File: config.mk
export PLATFORM = sky130hd
export DESIGN_NAME = core_mem_arbiter_flat
export DESIGN_NICKNAME = d
export VERILOG_FILES = /design/src/rtl/core_mem_arbiter_if.sv /design/src/rtl/core_mem_arbiter.sv /design/src/flat_wrapper.sv
export SDC_FILE = /design/constraint.sdc
export NUM_CORES = 1
export LEC_CHECK = 0
export BUFFER_PORTS_ARGS = -buffer_cell sky130_fd_sc_hd__buf_2
export CAP_MARGIN = 20
export CORE_MARGIN = 2
export CORE_UTILIZATION = 25
export CTS_CLUSTER_SIZE = 12
export DETAILED_ROUTE_END_ITERATION = 10
export SETUP_SLACK_MARGIN = 0.4
export SLEW_MARGIN = 10
export SYNTH_ARGS = -nofsm -noshare
export SYNTH_HDL_FRONTEND = slang
export SYNTH_SLANG_ARGS = --single-unit
export TNS_END_PERCENT = 10
File: constraint.sdc
create_clock -name clk -period 1.61 [get_ports clk]
set_input_delay 0.322 -clock clk [delete_from_list [all_inputs] [get_ports clk]]
set_output_delay 0.322 -clock clk [all_outputs]
set_load 0.02 [all_outputs]
File: src/rtl/core_mem_arbiter_if.sv
// Bus bundle between the core's fetch/data request ports, the arbiter and
// the memory port.
//   i_req_*/i_ack_rdata : instruction-fetch request and response
//   d_req_*/d_ack_rdata : data request and response
//   m_req_*/m_ack_rdata : shared memory request and response
//   to_err              : sticky memory watchdog error
// Modports:
//   slave  - the arbiter's view (serves the core ports, drives the memory port)
//   master - the environment's view (core requesters plus memory model)
interface core_mem_arbiter_if #(
  parameter int ADDR_W = 32,
  parameter int DATA_W = 32,
  parameter int COP_W  = 3,
  parameter int SIZE_W = 3
);
  logic              i_req_val;
  logic [ADDR_W-1:0] i_req_addr;
  logic              i_req_ack;
  logic [DATA_W-1:0] i_ack_rdata;

  logic              d_req_val;
  logic [ADDR_W-1:0] d_req_addr;
  logic [COP_W-1:0]  d_req_cop;
  logic [DATA_W-1:0] d_req_wdata;
  logic [SIZE_W-1:0] d_req_size;
  logic              d_req_ack;
  logic [DATA_W-1:0] d_ack_rdata;

  logic              m_req_val;
  logic [ADDR_W-1:0] m_req_addr;
  logic [COP_W-1:0]  m_req_cop;
  logic [DATA_W-1:0] m_req_wdata;
  logic [SIZE_W-1:0] m_req_size;
  logic              m_req_ack;
  logic [DATA_W-1:0] m_ack_rdata;

  logic              to_err;

  modport slave (
    input  i_req_val, i_req_addr,
    output i_req_ack, i_ack_rdata,
    input  d_req_val, d_req_addr, d_req_cop, d_req_wdata, d_req_size,
    output d_req_ack, d_ack_rdata,
    output m_req_val, m_req_addr, m_req_cop, m_req_wdata, m_req_size,
    input  m_req_ack, m_ack_rdata,
    output to_err
  );

  modport master (
    output i_req_val, i_req_addr,
    input  i_req_ack, i_ack_rdata,
    output d_req_val, d_req_addr, d_req_cop, d_req_wdata, d_req_size,
    input  d_req_ack, d_ack_rdata,
    input  m_req_val, m_req_addr, m_req_cop, m_req_wdata, m_req_size,
    output m_req_ack, m_ack_rdata,
    input  to_err
  );
endinterface

File: src/rtl/core_mem_arbiter.sv
// Shares one memory port between the core's instruction-fetch (i) and data
// (d) request ports. One transaction outstanding at a time, round-robin on
// conflicts, and a watchdog that flags a memory that never acknowledges.
// Ports:
//   clk   - clock, rising edge
//   rst_n - asynchronous active-low reset
//   bus   - core_mem_arbiter_if.slave: i/d request ports, memory port, to_err
// Parameters:
//   ADDR_W/DATA_W/COP_W/SIZE_W - bus widths (must match the interface)
//   TIMEOUT - BUSY cycles without m_req_ack before to_err sets; 0 disables
module core_mem_arbiter #(
  parameter int ADDR_W  = 32,
  parameter int DATA_W  = 32,
  parameter int COP_W   = 3,
  parameter int SIZE_W  = 3,
  parameter int TIMEOUT = 256
) (
  input logic                clk,
  input logic                rst_n,
  core_mem_arbiter_if.slave  bus
);

  localparam int CNT_W = (TIMEOUT > 0) ? $clog2(TIMEOUT + 1) : 1;
  localparam logic [CNT_W-1:0] CNT_MAX  = CNT_W'(TIMEOUT);
  localparam logic [CNT_W-1:0] CNT_LAST = CNT_W'(TIMEOUT - 1);

  typedef enum logic [1:0] {IDLE, BUSY_I, BUSY_D} state_t;
  typedef enum logic {GNT_I, GNT_D} gnt_t;

  state_t state, state_next;
  gnt_t   last_gnt;
  logic   launch_i, launch_d;
  logic   busy;

  logic              val_q;
  logic [ADDR_W-1:0] addr_q;
  logic [COP_W-1:0]  cop_q;
  logic [DATA_W-1:0] wdata_q;
  logic [SIZE_W-1:0] size_q;

  logic [CNT_W-1:0]  wd_cnt;
  logic              err_q;

  assign busy = (state != IDLE);

  // Arbitration: a lone requester wins; on a conflict the side opposite
  // last_gnt wins. Requester inputs only matter in IDLE.
  always_comb begin
    state_next = state;
    launch_i   = 1'b0;
    launch_d   = 1'b0;
    case (state)
      IDLE: begin
        if (bus.i_req_val && (!bus.d_req_val || last_gnt == GNT_D)) begin
          launch_i   = 1'b1;
          state_next = BUSY_I;
        end else if (bus.d_req_val) begin
          launch_d   = 1'b1;
          state_next = BUSY_D;
        end
      end
      BUSY_I, BUSY_D: begin
        if (bus.m_req_ack) state_next = IDLE;
      end
      default: state_next = IDLE;
    endcase
  end

  always_ff @(posedge clk or negedge rst_n) begin
    if (!rst_n) state <= IDLE;
    else        state <= state_next;
  end

  always_ff @(posedge clk or negedge rst_n) begin
    if (!rst_n) begin
      val_q    <= 1'b0;
      addr_q   <= '0;
      cop_q    <= '0;
      wdata_q  <= '0;
      size_q   <= '0;
      last_gnt <= GNT_D;
    end else if (launch_i) begin
      // Fetches are always 4-byte reads.
      val_q    <= 1'b1;
      addr_q   <= bus.i_req_addr;
      cop_q    <= '0;
      wdata_q  <= '0;
      size_q   <= SIZE_W'(4);
      last_gnt <= GNT_I;
    end else if (launch_d) begin
      val_q    <= 1'b1;
      addr_q   <= bus.d_req_addr;
      cop_q    <= bus.d_req_cop;
      wdata_q  <= bus.d_req_wdata;
      size_q   <= bus.d_req_size;
      last_gnt <= GNT_D;
    end else if (busy && bus.m_req_ack) begin
      val_q    <= 1'b0;
    end
  end

  // Watchdog: to_err sets on the same edge the count reaches TIMEOUT, so it
  // is visible in the first cycle after TIMEOUT unacknowledged BUSY cycles.
  always_ff @(posedge clk or negedge rst_n) begin
    if (!rst_n) begin
      wd_cnt <= '0;
      err_q  <= 1'b0;
    end else begin
      if (launch_i || launch_d) begin
        wd_cnt <= '0;
      end else if (busy && !bus.m_req_ack && wd_cnt != CNT_MAX) begin
        wd_cnt <= wd_cnt + 1'b1;
      end
      if (TIMEOUT != 0 && busy && !bus.m_req_ack && wd_cnt == CNT_LAST) begin
        err_q <= 1'b1;
      end
    end
  end

  assign bus.m_req_val   = val_q;
  assign bus.m_req_addr  = addr_q;
  assign bus.m_req_cop   = cop_q;
  assign bus.m_req_wdata = wdata_q;
  assign bus.m_req_size  = size_q;
  assign bus.to_err      = err_q;

  assign bus.i_req_ack   = (state == BUSY_I) && bus.m_req_ack;
  assign bus.d_req_ack   = (state == BUSY_D) && bus.m_req_ack;
  assign bus.i_ack_rdata = (state == BUSY_I) ? bus.m_ack_rdata : '0;
  assign bus.d_ack_rdata = (state == BUSY_D) ? bus.m_ack_rdata : '0;

endmodule

File: src/flat_wrapper.sv
// flat-port wrapper written by rule: the top's interface ports become plain ports
module core_mem_arbiter_flat 
#(
  parameter int ADDR_W  = 32,
  parameter int DATA_W  = 32,
  parameter int COP_W   = 3,
  parameter int SIZE_W  = 3,
  parameter int TIMEOUT = 256
)
  (clk, rst_n, bus_i_req_val, bus_i_req_addr, bus_i_req_ack, bus_i_ack_rdata, bus_d_req_val, bus_d_req_addr, bus_d_req_cop, bus_d_req_wdata, bus_d_req_size, bus_d_req_ack, bus_d_ack_rdata, bus_m_req_val, bus_m_req_addr, bus_m_req_cop, bus_m_req_wdata, bus_m_req_size, bus_m_req_ack, bus_m_ack_rdata, bus_to_err);
  core_mem_arbiter_if #(.ADDR_W(ADDR_W), .DATA_W(DATA_W), .COP_W(COP_W), .SIZE_W(SIZE_W)) bus_i ();
  input logic clk;
  input logic rst_n;
  input wire logic [$bits(bus_i.i_req_val)-1:0] bus_i_req_val;
  input wire logic [$bits(bus_i.i_req_addr)-1:0] bus_i_req_addr;
  output wire logic [$bits(bus_i.i_req_ack)-1:0] bus_i_req_ack;
  output wire logic [$bits(bus_i.i_ack_rdata)-1:0] bus_i_ack_rdata;
  input wire logic [$bits(bus_i.d_req_val)-1:0] bus_d_req_val;
  input wire logic [$bits(bus_i.d_req_addr)-1:0] bus_d_req_addr;
  input wire logic [$bits(bus_i.d_req_cop)-1:0] bus_d_req_cop;
  input wire logic [$bits(bus_i.d_req_wdata)-1:0] bus_d_req_wdata;
  input wire logic [$bits(bus_i.d_req_size)-1:0] bus_d_req_size;
  output wire logic [$bits(bus_i.d_req_ack)-1:0] bus_d_req_ack;
  output wire logic [$bits(bus_i.d_ack_rdata)-1:0] bus_d_ack_rdata;
  output wire logic [$bits(bus_i.m_req_val)-1:0] bus_m_req_val;
  output wire logic [$bits(bus_i.m_req_addr)-1:0] bus_m_req_addr;
  output wire logic [$bits(bus_i.m_req_cop)-1:0] bus_m_req_cop;
  output wire logic [$bits(bus_i.m_req_wdata)-1:0] bus_m_req_wdata;
  output wire logic [$bits(bus_i.m_req_size)-1:0] bus_m_req_size;
  input wire logic [$bits(bus_i.m_req_ack)-1:0] bus_m_req_ack;
  input wire logic [$bits(bus_i.m_ack_rdata)-1:0] bus_m_ack_rdata;
  output wire logic [$bits(bus_i.to_err)-1:0] bus_to_err;
  assign bus_i.i_req_val = bus_i_req_val;
  assign bus_i.i_req_addr = bus_i_req_addr;
  assign bus_i_req_ack = bus_i.i_req_ack;
  assign bus_i_ack_rdata = bus_i.i_ack_rdata;
  assign bus_i.d_req_val = bus_d_req_val;
  assign bus_i.d_req_addr = bus_d_req_addr;
  assign bus_i.d_req_cop = bus_d_req_cop;
  assign bus_i.d_req_wdata = bus_d_req_wdata;
  assign bus_i.d_req_size = bus_d_req_size;
  assign bus_d_req_ack = bus_i.d_req_ack;
  assign bus_d_ack_rdata = bus_i.d_ack_rdata;
  assign bus_m_req_val = bus_i.m_req_val;
  assign bus_m_req_addr = bus_i.m_req_addr;
  assign bus_m_req_cop = bus_i.m_req_cop;
  assign bus_m_req_wdata = bus_i.m_req_wdata;
  assign bus_m_req_size = bus_i.m_req_size;
  assign bus_i.m_req_ack = bus_m_req_ack;
  assign bus_i.m_ack_rdata = bus_m_ack_rdata;
  assign bus_to_err = bus_i.to_err;
  core_mem_arbiter #(.ADDR_W(ADDR_W), .DATA_W(DATA_W), .COP_W(COP_W), .SIZE_W(SIZE_W), .TIMEOUT(TIMEOUT)) u_core (.clk(clk), .rst_n(rst_n), .bus(bus_i));
endmodule
Word-level counts from Yosys, hierarchy flattened. Cells that the tools add are included.

Shifts and indexed selects: 0. Magnitude comparators: 0. Multiply operators: 0. Div/mod/pow operators: 0. Reduce and logical (&&, ||, !) cells: 18. Bitwise logic cells: 0. Multiplexer cells: 26. Equal/unequal tests: 6. $add $sub $neg: 1.

Operators by type and width (number): $mux 32 (6); $mux 9 (2); $mux 3 (4); $mux 1 (10); $add 9x1->9 const B (1); $eq 9x8->1 const B (1); $ne 9x9->1 const B (1); $logic_and 1x1->1 (7); $mux 2 (3); $reduce_bool 2->1 (3); $pmux 2 s2 (1); $ne 3x2->1 const B (1); $reduce_bool 3->1 (1); $eq 2x1->1 const B (1); $eq 2x2->1 const B (1); $logic_not 1->1 (2); $logic_not 2->1 (1); $logic_or 1x1->1 (2); $ne 2x2->1 const B (1); $reduce_and 2->1 (1); $reduce_or 2->1 (1).

Register bits after elaboration: 84. Output and inout port bits: 138. RAM bits: 0. Memory bits (read-only): 0. Latch bits: 0. Input port bits: 139. Memories kept: 0.

Longest topological paths before layout. Gate-level depths: netlist of run 1.

Word-level depth: 7. Gate-level depth with buffers: 7. Mapped depth without buffers: 6.

Worst setup path before layout of run 1. OpenSTA, ideal clock, no wires.

Path type: register to register. Start: register u_core.wd_cnt[0]. End: register u_core.wd_cnt[1]. Required time: 1482 ps. Period minus slack after synthesis: 1671 ps. Buffers on the path: 0. Arrival: 1543 ps. Setup slack: -61 ps. Cell stages (with the launch flop): 6. Cells stage by stage: dfrtp_1 inv_1 ha_1 or4b_1 o21ai_2 mux2_1.

Cells in the longest elaborated chain, start to end: 3.

RTL lines: start: declaration (line core_mem_arbiter.sv:41) `logic [CNT_W-1:0] wd_cnt;`; start signal: assignment (line core_mem_arbiter.sv:112) `wd_cnt <= wd_cnt + 1'b1;`; $add 9x1->9 / $ne 9x9->1 (equally long branches) (line core_mem_arbiter.sv:112, core_mem_arbiter.sv:111); $mux 9 / $logic_and 1x1->1 (equally long branches) (line core_mem_arbiter.sv:111) `end else if (busy && !bus.m_req_ack && wd_cnt != CNT_MAX) begin`; $mux 9 / $reduce_bool 2->1 (equally long branches).

Parallel ways exist; a longest one is shown, timed or not. The select of a mux whose other input is x is not followed. A chain may end at the register's enable or synchronous reset.

Worst setup path after layout of run 1.
Start: register u_core.state[0]. End: output bus_i_ack_rdata[15].

Cells in the longest elaborated chain, start to end: 2.

RTL lines: start: declaration (line core_mem_arbiter.sv:30) `state_t state, state_next;`; start signal: assignment (line core_mem_arbiter.sv:71) `else state <= state_next;`; $eq 2x1->1 (line core_mem_arbiter.sv:129) `assign bus.i_ack_rdata = (state == BUSY_I) ? bus.m_ack_rdata : '0;`; $mux 32 (line core_mem_arbiter.sv:129); end: declaration (line flat_wrapper.sv:17) `output wire logic [$bits(bus_i.i_ack_rdata)-1:0] bus_i_ack_rdata;`.

Every way passes these cells.

==> results list, run 1 <==
- The run finished, with violations left.
- The final reports fail on setup timing.
* Maximum clock path buffer count: 2
- Share of synthesized area occupied by flip-flops and latches: approximately 50%
* Overall Global Routing Usage: roughly 16%
* Die Outline Area: approximately 18000 µm²
* Die extent in y: ~130 µm
- Required time of the critical path: 1.29 ns
* Final WS setup: -0.216 ns
- Clock tree synthesis selected as its root buffer the cell sky130_fd_sc_hd__clkbuf_16.
* Top fanout value on the critical path: 8
* Clock tree from TritonCTS: done
- Sort of element at the end of the critical path: primary output
* Switching power share of the total: 40.4%
* Inserted Diodes: 0
* Most common library cell in the layout ignoring fill and taps: sky130_fd_sc_hd__buf_6
- Summed over all nets, the half-perimeter wirelength after detailed placement is 10000 µm.
- Setup slack on the worst reg-to-reg path comes out at -0.13 ns.
- The initial antenna violation count was 0.
* Share of cells above drive strength 1: between 60 and 70%
- Total of endpoints with negative setup slack in the final report: ~130
- The synthesized netlist devotes roughly 17% of its cell area to simple gates.
- Library cell appearing most often on the critical path: sky130_fd_sc_hd__buf_6
* Synthesized net count: 565
- The setup path with the least slack is of type flip-flop to primary output.
* Setup repair after global routing missed its margin: true
- Most used cells in the layout excluding fill and tap cells: 142 x sky130_fd_sc_hd__buf_6, 140 x sky130_fd_sc_hd__buf_2, 83 x sky130_fd_sc_hd__dfrtp_1
- Max Fclk: ~550 MHz
- In this run the mean area of a mapped cell was between 9 and 10 µm².
- At the placement stage, the worst setup path has a slack of -0.0575 ns.
* Share of Yosys cell area claimed by the top area cell type: between 50% and 60%
- Core box area: around 16000 µm²
* Capture point of the critical path: bus_i_ack_rdata[15]
- Count of mapped cells out of synthesis: 420
* Width of the chip: 133 µm
* Final number of hold-violating endpoints: 0
* Clock Latency Late Sink: between 0.3 and 0.4 ns
* Initial DRT Pass Iterations: 4
- The initial utilization of the core area, before any placement, comes to roughly a quarter.
* Post-synth design cell area: 4150 µm²
- Multiplexer share of the synthesized area: less than 1%
- At the pin with the least slew margin, the transition time is about 0.3 ns.
- The worst register-to-register path begins at u_core.state[1]$_DFFE_PN0P_.
- The H-tree was split into 3 levels.
- Among all stages on the critical path, the largest delay is contributed by sky130_fd_sc_hd__dfrtp_1.
- Number of register bits inferred by synthesis: 84
- Counting I/O delays and the setup requirement, the final critical path takes ~1.8 ns.
- Traced cell by cell, the critical path runs through buf_6 -> ha_4 -> clkbuf_16 -> and2_4 -> buf_6.
- The first global-routing pass estimated ~23000 µm of wire.
- Entering global routing, the biggest net connects 51 pins.
* Data arrival, critical path: 1.50 ns
- The final critical path takes up 113% of the cycle.
- Final Wtd Congestion: a little under 0.8
* Area growth from synthesis to layout: 85.4%
- Launching element of the worst setup path: u_core.state[0]$_DFFE_PN0P_
- After clock tree synthesis, the clock-pin slew on the worst setup and hold paths is around 0.07 ns.
- Sw power: around 0.0057 W
* Cell taking the most area after synthesis: sky130_fd_sc_hd__dfrtp_1
* Vias post-DR: between 4000 and 5000
* Vias in the first global route: between 4000 and 5000
* Internal portion of total power: ~0.0084 W
* Sequential share of power: between 20 and 30%
- Headroom to the max-slew limit came out at 79.6%.
- Peak supply drop: 0.000904 V
* Antenna Violating Nets Remaining: 0
- Buffers inserted during clock tree synthesis total 9.
- HP Class: primary input to flip-flop
* Number of core rows: 47
- DRT iter0 DRCs: 212
* Combinational power share: 60.5%
- For this run the aggregate overflow at the end of global routing stands at 0.
* Largest cells by area after synthesis: sky130_fd_sc_hd__dfrtp_1 50%, sky130_fd_sc_hd__and2_1 10%, sky130_fd_sc_hd__a22o_1 7.8%
* Vias per cell: 4.75
- Power density of the placed cells: roughly 1800 nW/µm²
- # IOs: between 200 and 300
* Critical path startpoint category: flip-flop
- On the final layout, the worst clock skew is between 0.007 and 0.008 ns.
- Leakage power figure: 3.75 nW
- CTS saw 84 sinks.
* Critical R2R Capture: u_core.wd_cnt[6]$_DFFE_PN0P_
- In the final routed layout, each cell accounts on average for between 15 and 20 µm.
- Clock Power Share: approximately 14%
* Xor/xnor cell area share of the yosys netlist: 0%
* Post-synthesis compound-gate area fraction: about 25%
- Of the total synthesized cell area, the portion taken by full adders, half adders and majority gates is under 10%.
- The routed design has 15200 µm of wire.
* Number of library cell types mapped by synthesis: between 40 and 50
- Number of max-slew violations in the final report: 0
* Count of buffers inserted at the top-level ports: 276
- At the end of the flow, the number of nets in the layout was 859.
- Final hold analysis gives a worst-case slack of roughly 0.19 ns.
- By area, the combinational part of the netlist is dominated by compound AO/OA/AOI/OAI gates.
* Warning count from the yosys run: 0
- Cell count of the worst reg-to-reg path: 7
- After detailed routing, the number of remaining DRC violations is 0.
- Max-cap violations in this run came to 0.
- In this design, the stage delay of the slowest critical-path cell is 0.41 ns.
[critical path: cells and delay by family, from the launching register on]
family / cells / cell delay [ns]
buf+inv: 3 / 0.42
flops: 1 / 0.41
fa+ha+maj: 1 / 0.18
simple gates: 1 / 0.16
[power by group through the flow]
stage,clock [W],sequential [W],combinational (W)
floorplan,0,0.00436,0.00314
global placement,0,0.00341,0.00631
detailed placement,0,0.00340,0.00635
CTS,0.00207,0.00349,0.00759
global route,0.00215,0.00368,0.00910
finish,0.00201,0.00358,0.00856
[stage by stage]
step / power [W] / utilization, % / std cells / TNS, ns / area [µm²]
after global routing: 0.0149 / 46.9 / 939 / -21.15 / 7690
after global placement: 0.00972 / 37.2 / 909 / -0.0284 / 6100
after detailed placement: 0.00975 / 37.2 / 909 / -0.0575 / 6100
after CTS: 0.0132 / 43.3 / 932 / -10.71 / 7110
after floorplan: 0.00750 / - / 420 / -0.0561 / 4310
final: 0.0142 / 46.9 / 939 / -13.02 / 7690
[layer usage]
metal | vias up | GRT usage (%) | routed length (µm)
li1 | 2080 | - | -
met1 | 2161 | 17.7 | 5680
met2 | 198 | 29.1 | 7900
met3 | 23 | 4.37 | 1210
met4 | 0 | 6.15 | 374
met5 | - | 0 | 0
[cells in the mapped netlist, drive strengths merged]
master   count
nand2       39
o2111ai      1
nor3         1
buf         15
a2bb2oi      1
o21ai       37
nand3        3
a21oi       36
mux2i        3
nand2b       2
mux2         1
or2          1
a22oi       32
nor2         4
dfstp        1
o211a        1
a21o         2
dfrtp       83
or3          2
o21a         1
inv          9
nand4        1
a211oi       1
o31ai        2
clkbuf      21
o22a         1
o22ai        1
nand4bb      1
or4          1
and2        68
or4b         2
ha           6
a21boi       1
a22o        37
o211ai       2
[state kept, by name, summed over array words and instances, names as in the netlist]
name,count
u_core.bus.m_req_addr,32
u_core.bus.m_req_wdata,32
u_core.wd_cnt,9
u_core.bus.m_req_cop,3
u_core.bus.m_req_size,3
u_core.state,2
u_core.bus.m_req_val,1
u_core.bus.to_err,1
u_core.last_gnt,1
[cells by family after synthesis]
| logic type | Yosys count |
|---|---|
| AO/OA/AOI/OAI | 156 |
| adder cells (fa/ha/maj) | 6 |
| buffers and inverters | 45 |
| flip-flops | 84 |
| multiplexers | 4 |
| AND/OR/NAND/NOR | 125 |
[how the worst min path moves through the flow]
| stage | end | start | cells past startpoint | slack [ns] |
|---|---|---|---|---|
| after floorplan | u_core.bus.m_req_addr[0]$_DFFE_PN0P_ | rst_n | 0 | 0.03 |
| after global placement | u_core.wd_cnt[8]$_DFFE_PN0P_ | rst_n | 1 | 0.24 |
| after detailed placement | u_core.wd_cnt[8]$_DFFE_PN0P_ | rst_n | 1 | 0.24 |
| after CTS | u_core.bus.m_req_wdata[17]$_DFFE_PN0P_ | bus_d_req_wdata[17] | 2 | 0.18 |
| after global routing | u_core.bus.m_req_size[2]$_DFFE_PN0P_ | bus_d_req_size[2] | 2 | 0.18 |
| final | u_core.bus.m_req_size[2]$_DFFE_PN0P_ | bus_d_req_size[2] | 2 | 0.19 |
[final cells by class]
class	instances	area, µm²
inverters	9	33.8
clock buffers	12	256
multi-input cells	291	2220
well taps	220	275
flip-flops and latches	84	2100
fillers	1478	8710
repair buffers	319	2780
clock inverters	4	32.5
[timing repair]
item / 4_1_cts / 5_1_grt
hold endpoints to repair: 19 / 0
cloned: 2 / 1
hold buffers: 1 / 0
setup endpoints to repair: 189 / 221
pin swaps: 97 / 55
resized for setup: 199 / 158
buffers inserted: 4 / 6
(Power assumes the default switching activity.)
==> inputs of run 2 (changes only) <==
PLACE_DENSITY = 0.64   (was unset)
==> run 2 against run 1 <==
Net effect:
- the flow still finishes with violations (setup timing)
- largest power group unchanged
- first-iteration DRC count decreased by 20%
- worst hold slack improved by 0.0053 ns
- combinational power decreased by 3.4%
- sequential cell count unchanged
- critical endpoint is now bus_d_ack_rdata[20]
- wire length grew 0.96%
- count of clock-buffer cells in the layout is 1 lower
- non-clock buffer count shrank 8
- final area decreased by 1.7%
==> results list, run 2 (synthesis gave the netlist of run 1 again) <==
- # IOs: 277 (unchanged)
* Most used cells in the layout excluding fill and tap cells: 140 x sky130_fd_sc_hd__buf_6, 139 x sky130_fd_sc_hd__buf_2, 82 x sky130_fd_sc_hd__dfrtp_1 (was 142 x sky130_fd_sc_hd__buf_6, 140 x sky130_fd_sc_hd__buf_2, 83 x sky130_fd_sc_hd__dfrtp_1)
- Maximum number of pins on one net before global-route repair: 54 (was 51)
* Antenna Violating Nets Remaining: 0 (unchanged)
- The worst slew margin relative to its limit is 68.7% (was 79.6%).
* Sequential share of power: 25.8% (was 25.3%)
- The required time of the critical path was 1.29 ns (about the same).
- The clock sink count was 84 (unchanged).
* Core box area: 16400 µm² (unchanged)
- Actual slew at the worst max-slew pin: 0.467 ns (was 0.306 ns)
- The total via count after detailed routing was 4444 (was 4462).
- The arrival time reported for the critical path endpoint is 1.49 ns (was 1.50 ns).
* Number of CTS-inserted buffers: 9 (unchanged)
- Final number of hold-violating endpoints: 0 (unchanged)
- Clock Latency Late Sink: 0.33 ns (was 0.34 ns)
* Switching power share of the total: 40.3% (was 40.4%)
- The first-pass GRT wire length came to 22700 µm (was 22800 µm).
* Peak supply drop: 0.000870 V (was 0.000904 V)
- Count of buffers inserted at the top-level ports: 276 (unchanged)
- The ratio of final minimum period to clock period is 113% (about the same).
* Number of core rows: 47 (unchanged)
- Worst Clk Skew: 0.0110 ns (was 0.00710 ns)
- Vias per cell: 4.77 (was 4.75)
- The sequential standard cell area is 2100 µm² (about the same).
- Setup repair after global routing missed its margin: true (unchanged)
- The post-place instance area is 6080 µm² (was 6100 µm²).
- Global route overflow: 0 (unchanged)
* Cell at the root of the clock tree: sky130_fd_sc_hd__clkbuf_16 (unchanged)
* Die Outline Area: 17600 µm² (unchanged)
* Maxcap violations: 0 (unchanged)
- Violated checks: setup timing (unchanged)
- Inserted Diodes: 0 (unchanged)
- Top fanout value on the critical path: 17 (was 8)
* Final Wtd Congestion: 0.770 (was 0.785)
- Combinational power share: 59.2% (was 60.5%)
- Most common library cell in the layout ignoring fill and taps: sky130_fd_sc_hd__buf_6 (unchanged)
* Final period demand of the worst path: 1.81 ns (was 1.83 ns)
- The clock input transition at the sequential cells of the worst setup and hold paths came to 0.07 ns (about the same).
- The first-pass iteration count of the detailed router was 4 (unchanged).
- Result of the run: finished with violations (unchanged)
- Fill cell instance count of the final layout: 1462 (was 1478)
- The endpoint type of the worst setup path was a primary output (unchanged).
* HP Class: primary input to flip-flop (unchanged)
* Number of antenna violations at the first check in global routing: 0 (unchanged)
- The number of failing setup endpoints in the final timing report was 70 (was 127).
- Width of the chip: 133 µm (unchanged)
- The CTS tree was done (unchanged).
* DRT iter0 DRCs: 170 (was 212)
* Final layout net count: 851 (was 859)
- Post-Layout Inst Area: 7560 µm² (was 7690 µm²)
* Count of H-tree levels built during CTS: 3 (unchanged)
- Area of combinational cells with multiple inputs: 2150 µm² (was 2220 µm²)
- The setup slack after layout came to -0.202 ns (was -0.216 ns).
- Number of max-slew violations in the final report: 0 (unchanged)
- The DRC violation count after routing was 0 (unchanged).
- The starting density of the core was 25.3% (unchanged).
* Area growth from synthesis to layout: 82.2% (was 85.4%)
- The cell internal power dissipation was 0.00834 W (was 0.00844 W).
- The power density relative to cell area was 1850 nW/µm² (was 1840 nW/µm²).
- The global routing usage summed across all routing layers was 16.0% (about the same).
* Maximum clock path buffer count: 2 (unchanged)
* Critical path startpoint category: flip-flop (unchanged)
- The setup TNS is -9.71 ns (was -13.02 ns).
- Detailed-route wire length per cell: 16.4 µm (was 16.1 µm)
* Die extent in y: 133 µm (unchanged)
* Share of cells above drive strength 1: 57.5% (was 60.1%)
* Final wirelength: 15300 µm (was 15200 µm)
- The leakage power figure came to 3.68 nW (was 3.75 nW).
* Vias in the first global route: 4373 (was 4361)
- Max Fclk: 552 MHz (was 548 MHz)
- The detailed placement HPWL came to 10500 µm (was 10000 µm).
- The switching power total was 0.00563 W (was 0.00571 W).
- Setup CP Type: flip-flop to primary output (unchanged)
- Clock Power Share: 15.0% (was 14.2%)
## run 2: changes by cell type in the layout (fill, tap and decap cells not counted), moves of 2 or more
cell / before / now
sky130_fd_sc_hd__buf_6: 142 / 140
sky130_fd_sc_hd__a22oi_2: 12 / 7
sky130_fd_sc_hd__nand2_1: 35 / 39
sky130_fd_sc_hd__o21ai_1: 33 / 31
sky130_fd_sc_hd__a22oi_1: 20 / 25
sky130_fd_sc_hd__o21ai_2: 1 / 3
sky130_fd_sc_hd__and2_4: 49 / 41
sky130_fd_sc_hd__and2_1: 19 / 27
sky130_fd_sc_hd__buf_12: 11 / 9
sky130_fd_sc_hd__buf_4: 22 / 18
sky130_fd_sc_hd__nand2_2: 4 / 0
## run 2: layer usage
layer	share of wire, %	up-vias	global-route usage (%)
met5	0	-	0
met4	1.6	0	3.88
met3	8.4	12	4.25
met2	53	210	29.6
met1	37	2160	18.4
li1	-	2062	-
## run 2: timing repair
action	in CTS	in global routing
cloned	1	2
pin swaps	28	43
hold buffers	1	0
hold endpoints to repair	53	0
endpoints found under the setup margin	187	219
setup buffers	2	0
gates resized for setup	195	148
## run 2: worst paths after layout
| check | endpoint | startpoint | slack (ns) | depth (start not counted) |
|---|---|---|---|---|
| setup reg to reg | u_core.wd_cnt[7]$_DFFE_PN0P_ | u_core.state[1]$_DFFE_PN0P_ | -0.13 | 6 |
| setup / recovery | bus_d_ack_rdata[20] | u_core.state[0]$_DFFE_PN0P_ | -0.20 | 5 |
| hold / removal | u_core.bus.m_req_wdata[10]$_DFFE_PN0P_ | bus_d_req_wdata[10] | 0.20 | 2 |
| max in group asynchronous | u_core.last_gnt$_DFFE_PN1P_ | rst_n | 0.68 | 3 |
| hold reg to reg | u_core.bus.m_req_addr[21]$_DFFE_PN0P_ | u_core.bus.m_req_addr[21]$_DFFE_PN0P_ | 0.48 | 2 |
| min in group asynchronous | u_core.bus.m_req_wdata[14]$_DFFE_PN0P_ | rst_n | 0.51 | 3 |
## run 2: area by class of cell
type | count | share of cell area (%)
clock inverter | 5 | 0.811
clock buffer | 11 | 3.21
sequential | 84 | 27.8
multi-input combinational | 291 | 28.4
inverter | 9 | 0.480
tap | 220 | 3.64
timing repair buffer | 311 | 35.6
## run 2: worst max-delay path, cell delays in order, from the launching register on
cell,delay [ns]
sky130_fd_sc_hd__dfrtp_2,0.45
sky130_fd_sc_hd__inv_4,0.09
sky130_fd_sc_hd__ha_4,0.17
sky130_fd_sc_hd__buf_12,0.15
sky130_fd_sc_hd__and2_1,0.17
sky130_fd_sc_hd__buf_6,0.13
## run 2: through the flow
stage	hold WS, ns	total power [W]	instances	setup WS [ns]	utilization, %
floorplan	0.0264	0.00750	420	-0.0561	-
global placement	0.330	0.00973	909	-0.0253	37.0
detailed placement	0.333	0.00979	909	-0.0428	37.0
CTS	0.186	0.0131	929	-0.196	42.9
global route	0.184	0.0148	931	-0.247	46.1
finish	0.197	0.0140	931	-0.202	46.1
## run 2: power groups by stage
stage / Clock, W / Combinational (W) / Sequential [W]
floorplan: 0 / 0.00314 / 0.00436
global placement: 0 / 0.00630 / 0.00343
detailed placement: 0 / 0.00637 / 0.00342
CTS: 0.00216 / 0.00742 / 0.00351
global route: 0.00224 / 0.00881 / 0.00372
finish: 0.00209 / 0.00827 / 0.00361
==> inputs of run 3 (changes only) <==
CORE_ASPECT_RATIO = 1.4   (was unset)
==> run 3 against run 2 <==
Net effect:
- the flow finishes with violations (DRC, setup timing)
- sequential cell count did not move
- wire length rose by 1.7%
- core utilization barely moved
- critical path depth did not move
- die area barely moved
- worst hold slack improved by 0.0029 ns
- clock skew fell by 0.0031 ns
- critical path type unchanged
==> results list, run 3 (synthesis gave the netlist of run 1 again) <==
* Worst Clk Skew: 0.00790 ns (was 0.0110 ns)
* Vias post-DR: 4418 (was 4444)
* Data arrival, critical path: 1.46 ns (was 1.49 ns)
* Final period demand of the worst path: 1.78 ns (was 1.81 ns)
- Power density of the placed cells: 1840 nW/µm² (was 1850 nW/µm²)
- Initial Utilization: 25.6% (was 25.3%)
- Maxcap violations: 0 (unchanged)
- The CTS tree was done (unchanged).
- Die extent in y: 156 µm (was 133 µm)
* Violated checks: DRC, setup timing (was setup timing)
* Number of core rows: 55 (was 47)
* Inserted Diodes: 0 (unchanged)
- The hold violation count in the final report is 0 (unchanged).
- The detailed placement HPWL came to 10500 µm (about the same).
- Setup slack after placement: -0.110 ns (was -0.0428 ns)
- Beginning of the worst register-to-register path: u_core.state[0]$_DFFE_PN0P_ (was u_core.state[1]$_DFFE_PN0P_)
- The total routed wire length on the met1 layer was 5480 µm (was 5670 µm).
- Launching element of the worst setup path: u_core.state[0]$_DFFE_PN0P_ (unchanged)
- The final count of pins violating max slew came to 0 (unchanged).
- Vias in the first global route: 4443 (was 4373)
- Total of endpoints with negative setup slack in the final report: 92 (was 70)
- The die area is 17700 µm² (was 17600 µm²).
- The kind of start point of the critical path was a flip-flop (unchanged).
* Critical Path Max Stage Delay: 0.42 ns (was 0.45 ns)
- Required time of the critical path: 1.29 ns (about the same)
- Maximum number of pins on one net before global-route repair: 39 (was 54)
- The routability congestion estimate from global placement was 0.820 (was 0.770).
* HP Class: primary input to flip-flop (unchanged)
- The routed length per placed instance is 17.1 µm (was 16.4 µm).
- Setup repair after global routing missed its margin: true (unchanged)
* Leakage power figure: 3.67 nW (was 3.68 nW)
* Maximum clock path buffer count: 2 (unchanged)
- Crit path cell chain: inv_2 -> ha_4 -> buf_12 -> and2_1 -> buf_6 (was inv_4 -> ha_4 -> buf_12 -> and2_1 -> buf_6).
- The type of the worst setup path was flip-flop to primary output (unchanged).
- Most used cells in the layout excluding fill and tap cells: 138 x sky130_fd_sc_hd__buf_6, 137 x sky130_fd_sc_hd__buf_2, 83 x sky130_fd_sc_hd__dfrtp_1 (was 140 x sky130_fd_sc_hd__buf_6, 139 x sky130_fd_sc_hd__buf_2, 82 x sky130_fd_sc_hd__dfrtp_1)
* Final WS setup: -0.173 ns (was -0.202 ns)
- The cell count after placement was 886 (was 909).
- The later-pin clock latency in the skew report is 0.33 ns (about the same).
- The fraction of layout cells with a size suffix above 1 came to 58.7% (was 57.5%).
* Vias per cell: 4.87 (was 4.77)
- Final wirelength: 15600 µm (was 15300 µm)
- The number of fill cells is 1516 (was 1462).
- Number of CTS-inserted buffers: 9 (unchanged)
- The sequential standard cell area was 2100 µm² (about the same).
- Max Fclk: 561 MHz (was 552 MHz)
- # IOs: 277 (unchanged)
- Cell at the root of the clock tree: sky130_fd_sc_hd__clkbuf_16 (unchanged)
* Initial DRT Pass Iterations: 7 (was 4)
- Uppermost routed layer: met5 (was met4)
* Core box area: 16200 µm² (was 16400 µm²)
* Max stage delay cell, worst path: sky130_fd_sc_hd__dfrtp_1 (was sky130_fd_sc_hd__dfrtp_2)
* Post-route worst hold slack: 0.200 ns (was 0.197 ns)
* Actual slew at the worst max-slew pin: 0.457 ns (was 0.467 ns)
* Wire length on met2: 8510 µm (was 8100 µm)
- The start point of the worst min-delay path is bus_d_req_wdata[13] (was bus_d_req_wdata[10]).
- The setup TNS was -9.99 ns (was -9.71 ns).
* Clock slew at the register clock pins of the worst setup and hold paths: 0.07 ns (about the same)
- Finished Layout Cells: 908 (was 931)
* DRC: 25 (was 0)
- Num Clock Sinks: 84 (unchanged)
- The number of DRC violations after detailed-routing iteration 0 was 211 (was 170).
- Antenna Violating Nets Remaining: 0 (unchanged)
* Peak supply drop: 0.000847 V (was 0.000870 V)
- Final layout net count: 849 (was 851)
* Area growth from synthesis to layout: 80.5% (was 82.2%)
* Final worst path period share: 111% (was 113%)
- Width of the chip: 113 µm (was 133 µm)
* Top fanout value on the critical path: 17 (unchanged)
- The area used by multi-input combinational logic came to 2160 µm² (was 2150 µm²).
- Global route overflow: 0 (unchanged)
* Result of the run: finished with violations (unchanged)
- The global routing usage summed across all routing layers is 16.4% (was 16.0%).
- The total met3 wirelength after detailed routing is 1120 µm (was 1280 µm).
- Count of buffers inserted at the top-level ports: 276 (unchanged)
- The endpoint type of the worst setup path is a primary output (unchanged).
* Number of antenna violations at the first check in global routing: 1 (was 0)
- Most common library cell in the layout ignoring fill and taps: sky130_fd_sc_hd__buf_6 (unchanged)
* Count of H-tree levels built during CTS: 3 (unchanged)
* Worst slew margin relative to its limit: 69.5% (was 68.7%)
* Wire length of the first global-routing pass: 23000 µm (was 22700 µm)
[run 3: cell types whose count changed in the layout (fill, tap and decap cells not counted), sizes merged]
cell,change
buf,-1
bufinv,-1
clkbuf,-2
clkinv,+1
clkinvlp,-1
inv,+2
[run 3: repair_timing]
item,CTS,global route
hold buffers,1,0
pin swaps,20,21
setup endpoints to repair,196,219
hold endpoints to repair,26,0
gates resized for setup,218,127
gates cloned,1,1
buffers inserted,3,0
[run 3: routing by layer]
layer	up-vias	global-route usage, %
met5	-	0
met4	2	5.87
met3	30	4.03
met2	227	31.7
met1	2100	17.0
li1	2059	-
[run 3: power by group]
part           switching, W  total [W]  leakage (nW)  internal [W]
sequential         0.000620    0.00358          1.06       0.00296
combinational       0.00413    0.00823          2.48       0.00410
clock              0.000894    0.00199         0.135       0.00110
total               0.00564     0.0138          3.67       0.00816
[run 3: path summary, 6_finish.rpt]
check,endpoint,slack [ns],cells past startpoint
setup reg to reg,u_core.wd_cnt[7]$_DFFE_PN0P_,-0.13,6
min in group asynchronous,u_core.wd_cnt[5]$_DFFE_PN0P_,0.50,2
hold / removal,u_core.bus.m_req_wdata[13]$_DFFE_PN0P_,0.20,2
setup / recovery,bus_d_req_ack,-0.17,5
max in group asynchronous,u_core.bus.m_req_addr[11]$_DFFE_PN0P_,0.56,3
hold reg to reg,u_core.last_gnt$_DFFE_PN1P_,0.49,2
[run 3: layout make-up]
class	count	share of cell area (%)
Multi-Input combinational cell	291	28.8
Clock buffer	10	3.19
Timing Repair Buffer	309	35.5
Tap cell	199	3.32
Sequential cell	84	28.1
Inverter	9	0.451
Clock inverter	6	0.618
[run 3: worst max-delay path: cells and delay by family (launching register included)]
kind | cells | cell delay [ns]
flops | 1 | 0.42
fa+ha+maj | 1 | 0.19
simple gates | 1 | 0.17
buf+inv | 3 | 0.36
[run 3: through the flow]
step	total power (W)	utilization, %	instance area [µm²]
final	0.0138	46.1	7490
after global routing	0.0146	46.1	7490
after CTS	0.0131	43.5	7070
after detailed placement	0.00973	37.3	6060
after global placement	0.00968	37.3	6060
after floorplan	0.00750	-	4310
